[src/rtl/cmp_rr_arbiter_pkg.sv]
// Shared defaults and helpers for the round-robin arbitrated magnitude comparator.
package cmp_rr_arbiter_pkg;

    localparam int  DEF_WIDTH     = 16;
    localparam int  DEF_NREQ      = 4;
    localparam logic MODE_UNSIGNED = 1'b1;

    // Index width for n requesters, never narrower than one bit.
    function automatic int clog2_min1(input int n);
        int w;
        w = 1;
        while ((1 << w) < n) begin
            w++;
        end
        return w;
    endfunction

endpackage

[src/rtl/cmp_rr_arbiter_rr_pick.sv]
// Round-robin pick: scans requesters starting after the last grant, with wrap.
module rr_pick #(
    parameter int NREQ = 4,
    parameter int IDW  = 2
) (
    input  logic [NREQ-1:0] valid,
    input  logic [IDW-1:0]  last,
    output logic [NREQ-1:0] grant,
    output logic [IDW-1:0]  id,
    output logic            any
);

    always_comb begin
        // NOTE: every output gets a default first so no path leaves it unassigned (no latch).
        grant = '0;
        id    = '0;
        any   = 1'b0;
        for (int k = 1; k <= NREQ; k++) begin
            int j;
            j = int'(last) + k;
            if (j >= NREQ) begin
                j = j - NREQ;
            end
            if (!any && valid[j]) begin
                grant[j] = 1'b1;
                id       = IDW'(j);
                any      = 1'b1;
            end
        end
    end

endmodule

[src/rtl/comparator.sv]
// Flag comparator: reduces subtract flags N, C, V to a less-than result.
module comparator (
    input  logic n,
    input  logic c,
    input  logic v,
    input  logic bool0,
    output logic lt
);

    // Unsigned A<B is a borrow (no carry out); signed A<B is N xor V.
    assign lt = bool0 ? ~c : (n ^ v);

endmodule

[src/rtl/cmp_rr_arbiter.sv]
// Round-robin shared two-stage less-than compare unit; results return one-hot to the issuer.
module cmp_rr_arbiter
    import cmp_rr_arbiter_pkg::*;
#(
    parameter int WIDTH = DEF_WIDTH,
    parameter int NREQ  = DEF_NREQ,
    parameter int IDW   = clog2_min1(NREQ)
) (
    input  logic                  clk,
    input  logic                  rst,
    input  logic [NREQ-1:0]       req_valid,
    output logic [NREQ-1:0]       req_ready,
    input  logic [NREQ*WIDTH-1:0] req_a,
    input  logic [NREQ*WIDTH-1:0] req_b,
    input  logic [NREQ-1:0]       req_unsigned,
    output logic [NREQ-1:0]       rsp_valid,
    output logic                  rsp_lt,
    output logic [IDW-1:0]        rsp_id
);

    logic [IDW-1:0]   last;
    logic [NREQ-1:0]  grant;
    logic [IDW-1:0]   pick_id;
    logic             pick_any;
    logic             accept;

    logic             s1_valid;
    logic [WIDTH-1:0] s1_a;
    logic [WIDTH-1:0] s1_b;
    logic             s1_uns;
    logic [IDW-1:0]   s1_id;

    logic             flag_c;
    logic             flag_n;
    logic             flag_v;
    logic             lt;

    rr_pick #(
        .NREQ (NREQ),
        .IDW  (IDW)
    ) u_pick (
        .valid (req_valid),
        .last  (last),
        .grant (grant),
        .id    (pick_id),
        .any   (pick_any)
    );

    assign req_ready = rst ? '0 : grant;
    assign accept    = pick_any & ~rst;

    always_ff @(posedge clk) begin
        // NOTE: sequential state uses non-blocking assignments so every register samples pre-edge values.
        if (rst) begin
            s1_valid <= 1'b0;
            last     <= IDW'(NREQ - 1);
        end else begin
            s1_valid <= accept;
            if (accept) begin
                last <= pick_id;
            end
        end
    end

    // NOTE: operand registers carry no reset; s1_valid alone qualifies them.
    // Loading only on accept keeps non-granted (possibly X) operands out of the pipe.
    always_ff @(posedge clk) begin
        if (accept) begin
            s1_a   <= req_a[pick_id*WIDTH +: WIDTH];
            s1_b   <= req_b[pick_id*WIDTH +: WIDTH];
            s1_uns <= req_unsigned[pick_id];
            s1_id  <= pick_id;
        end
    end

    // A - B as A + ~B + 1; only the carry out and sign bit are needed.
    assign {flag_c, flag_n} = 2'(({1'b0, s1_a} + {1'b0, ~s1_b} + (WIDTH+1)'(1)) >> (WIDTH - 1));
    assign flag_v = (s1_a[WIDTH-1] ^ s1_b[WIDTH-1]) & (s1_a[WIDTH-1] ^ flag_n);

    comparator u_cmp (
        .n     (flag_n),
        .c     (flag_c),
        .v     (flag_v),
        .bool0 (s1_uns == MODE_UNSIGNED),
        .lt    (lt)
    );

    always_ff @(posedge clk) begin
        if (rst) begin
            rsp_valid <= '0;
            rsp_lt    <= 1'b0;
            rsp_id    <= '0;
        end else begin
            rsp_valid <= s1_valid ? (NREQ'(1) << s1_id) : '0;
            if (s1_valid) begin
                rsp_lt <= lt;
                rsp_id <= s1_id;
            end
        end
    end

endmodule

[config.mk]
export PLATFORM = sky130hd
export DESIGN_NAME = cmp_rr_arbiter
export DESIGN_NICKNAME = d
export VERILOG_FILES = /design/src/rtl/cmp_rr_arbiter_pkg.sv /design/src/rtl/cmp_rr_arbiter_rr_pick.sv /design/src/rtl/comparator.sv /design/src/rtl/cmp_rr_arbiter.sv
export SDC_FILE = /design/constraint.sdc
export NUM_CORES = 1
export LEC_CHECK = 0
export CORE_MARGIN = 2
export CORE_UTILIZATION = 39
export DETAILED_ROUTE_END_ITERATION = 16
export GPL_TIMING_DRIVEN = 0
export PLACE_DENSITY = 0.9
export REMOVE_ABC_BUFFERS = 1
export SLEW_MARGIN = 20
export SYNTH_ARGS = -nofsm -noshare
export SYNTH_HDL_FRONTEND = slang
export SYNTH_SLANG_ARGS = --single-unit
[constraint.sdc]
create_clock -name clk -period 4.3 [get_ports clk]
set_clock_uncertainty 0.05 [all_clocks]
set_input_delay 1.29 -clock clk [delete_from_list [all_inputs] [get_ports clk]]
set_output_delay 1.29 -clock clk [all_outputs]
set_load 0.01 [all_outputs]
==> impl_metrics.py <==
metrics = {
    "outcome": {
        "outcome": "finished, final reports clean",
    },
    "hold_path": {
        "min_path_type": "flip-flop to flip-flop",
        "min_from": "rsp_lt$_SDFFE_PP0P_",
    },
    "sta": {
        "finalHoldViolations": 0,
        "slew_violations": 0,
        "finalCriticalPeriod_ps": 4170,
        "rsz0062_at_grt": "false",
        "fin_crit_sh": 0.970,
        "fmax_ghz": 0.240,
        "slew_headroom": 0.602,
        "hold_ws_ps": 443,
        "worstMarginPinSlew_ps": 596,
        "setup_viol": 0,
    },
    "drt": {
        "drt-pass1-iter-count": 4,
        "drc": 0,
        "drt-initial-drc-count": 38,
        "via_per_inst": 4.99,
        "vias": 2792,
        "ant_nets": 0,
        "routedWlPerCell_um": 13.9,
        "drt-total-wl_mm": 7.76,
    },
    "yosys": {
        "ys.flop_type": "edfxtp_1",
        "ys_seq_area_frac": 0.365,
        "syn_area_per_cell_um2": 11.4,
        "syn-instance-count": 302,
        "yosysWarnings": 0,
        "ys_ff_latch": 45,
        "synthArstFlopShare": 0,
        "syn_area_um2": 3430,
        "yosysUniqueCellTypes": 41,
        "synth_edf_count": 35,
    },
    "setup_path": {
        "slowest_stage": "mux4_2",
        "crit_family": "multiplexers",
        "cp_cell_sequence": "buf_2, mux4_2, buf_4, a22oi_1, nor2_1, a221oi_2, nor2_1, buf_2",
        "crit_type": "input pin to output pin",
        "cp-start-kind": "input pin",
        "cp_max_fo": 9,
        "r2r_start": "last[0]$_SDFFE_PP1P_",
        "crit_required_ps": 2960,
        "crit_buf_inv": 3,
        "critPathCaptureType": "output pin",
        "cp_slowest_stage_delay_ps": 540,
        "setup.worst_path.start": "req_valid[1]",
        "cp.arrival_ps": 2830,
    },
    "floorplan": {
        "num_rows": 34,
        "start_util": 0.397,
        "fp.dieArea_um2": 9560,
        "die-height_um": 97.8,
        "die_w_um": 97.8,
        "core_um2": 8640,
        "io_pins": 149,
    },
    "power_and_ir_drop": {
        "ir_drop_v": 0.000389,
        "powerDensity_nw_per_um2": 716,
        "power.leakage_nw": 2.18,
    },
    "clock_network": {
        "clock_latency_ps": 290,
        "cts_root_buf": "clkbuf_8",
        "cts_tree": "built",
        "cts-htree-levels": 2,
        "numCtsBuffers": 5,
        "clock-sinks": 45,
        "clockBufferDepth": 2,
        "clk_pin_slew_ps": 80,
    },
    "finish": {
        "antennaDiodeCount": 0,
        "layout-drive-gt1-share": 0.102,
        "stdcell_count": 559,
        "nFillCells": 709,
        "areaGrowthSynthToFinish_pct": 51.9,
        "finalNetCount": 612,
    },
    "global_route": {
        "grt_overflow": 0,
        "grt_max_degree": 22,
        "grt_pass1_vias": 2827,
        "grt_pass1_wl_mm": 12.6,
        "grtUsageTotal": 0.161,
        "antenna_found_initial": 0,
    },
    "run": {
        "cap_violations": 0,
    },
    "placed_design": {
        "dpl.cell_count": 547,
        "port-buffer-count": 148,
        "gp_congestion": 0.777,
        "hpwl_mm": 6.37,
    },
}
==> layer usage <==
layer  part of all wire  GRT usage  vias to the layer above  routed length, um
li1                   -          -                     1419                  -
met1               0.40      0.184                     1264               3120
met2               0.54      0.309                      107               4170
met3              0.055     0.0293                        2                426
met4             0.0054     0.0385                        0                 42
met5                  0          0                        -                  0
==> placed cells by master (no fill, tap or decap), drive strengths merged, types with 2 or more instances in the layout <==
cell,count
a211oi,4
a21o,5
a21oi,12
a221oi,4
a22oi,4
and3,2
buf,18
clkbuf,5
clkdlybuf4s50,140
clkinv,2
dfxtp,10
edfxtp,35
ha,23
inv,20
mux2i,106
mux4,2
nand2,6
nand2b,6
nand3,2
nor2,18
nor3,4
nor3b,3
o211ai,3
o21ai,3
or3b,2
==> power by group <==
part           switching [W]  internal, W  total [W]
clock network       0.000142     0.000112   0.000254
registers           0.000107     0.000803   0.000909
logic                0.00121      0.00136    0.00257
total                0.00146      0.00228    0.00373
==> kinds of logic after synthesis <==
logic type | after synthesis | synth area share
flops | 45 | 0.365
compound gates | 42 | 0.0890
simple gates | 45 | 0.0671
mux | 109 | 0.326
fa+ha+maj | 24 | 0.0897
buf+inv | 37 | 0.0635
==> per-stage QoR <==
stage | setup slack, ps | instance area, um^2 | utilization | setup TNS, ps | power [W]
after floorplan | -1000 | 3290 | - | -34610 | 0.00259
after global placement | -2850 | 4900 | 0.568 | -136570 | 0.00294
after detailed placement | -902 | 5090 | 0.589 | -5500 | 0.00345
after CTS | 47.4 | 5200 | 0.602 | 0 | 0.00374
after global routing | 51.3 | 5210 | 0.603 | 0 | 0.00403
final | 128 | 5210 | 0.603 | 0 | 0.00373
==> cell usage after synthesis (all sizes together) (4+ instances only) <==
| master | number | share of area |
|---|---|---|
| a211oi | 4 | 0.010 |
| a21o | 5 | 0.011 |
| a21oi | 12 | 0.021 |
| a221oi | 4 | 0.010 |
| a22oi | 4 | 0.0088 |
| buf | 15 | 0.039 |
| dfxtp | 10 | 0.058 |
| edfxtp | 35 | 0.31 |
| ha | 23 | 0.084 |
| inv | 20 | 0.022 |
| mux2i | 106 | 0.31 |
| nand2 | 6 | 0.0066 |
| nand2b | 6 | 0.011 |
| nor2 | 18 | 0.022 |
| nor3 | 4 | 0.0058 |
==> state kept, by name, indices dropped and copies added (netlist names) <==
register,flops
s1_a,16
rsp_lt,1
last,2
s1_uns,1
s1_id,2
rsp_id,2
rsp_valid,4
s1_valid,1
s1_b,16
==> worst reg2reg max path, delay by kind of cell, from the launching register on <==
family / cells / cell delay (ps)
buffers and inverters: 3 / 670
and+or+nand+nor: 1 / 270
DFF: 1 / 480
adders and majority gates: 1 / 390
AOI/OAI and AO/OA: 1 / 540
muxes: 3 / 890
==> area by class of cell <==
type	instances	area, um^2	share of cell area
tap	108	135	0.0259
timing repair buffer	158	1640	0.314
clock buffer	5	68.8	0.0132
sequential	45	1260	0.241
inverter	20	75.1	0.0144
clock inverter	3	17.5	0.00336
multi-input combinational	220	2020	0.388
==> final timing paths <==
kind	end	slack, ps	cells past startpoint
max	req_ready[2]	130	8
min	rsp_lt$_SDFFE_PP0P_	440	2
max reg2reg	s1_b[3]$_DFFE_PP_	770	9
min reg2reg	rsp_lt$_SDFFE_PP0P_	440	2
==> what timing repair did <==
item / 4_1_cts / 5_1_grt
pin swaps: 1 / 0
setup endpoints to repair: 4 / 4
setup buffers: 4 / 0
hold buffers: 0 / 0
resized for setup: 35 / 11
Note: power is estimated with default switching activity, not from simulation.
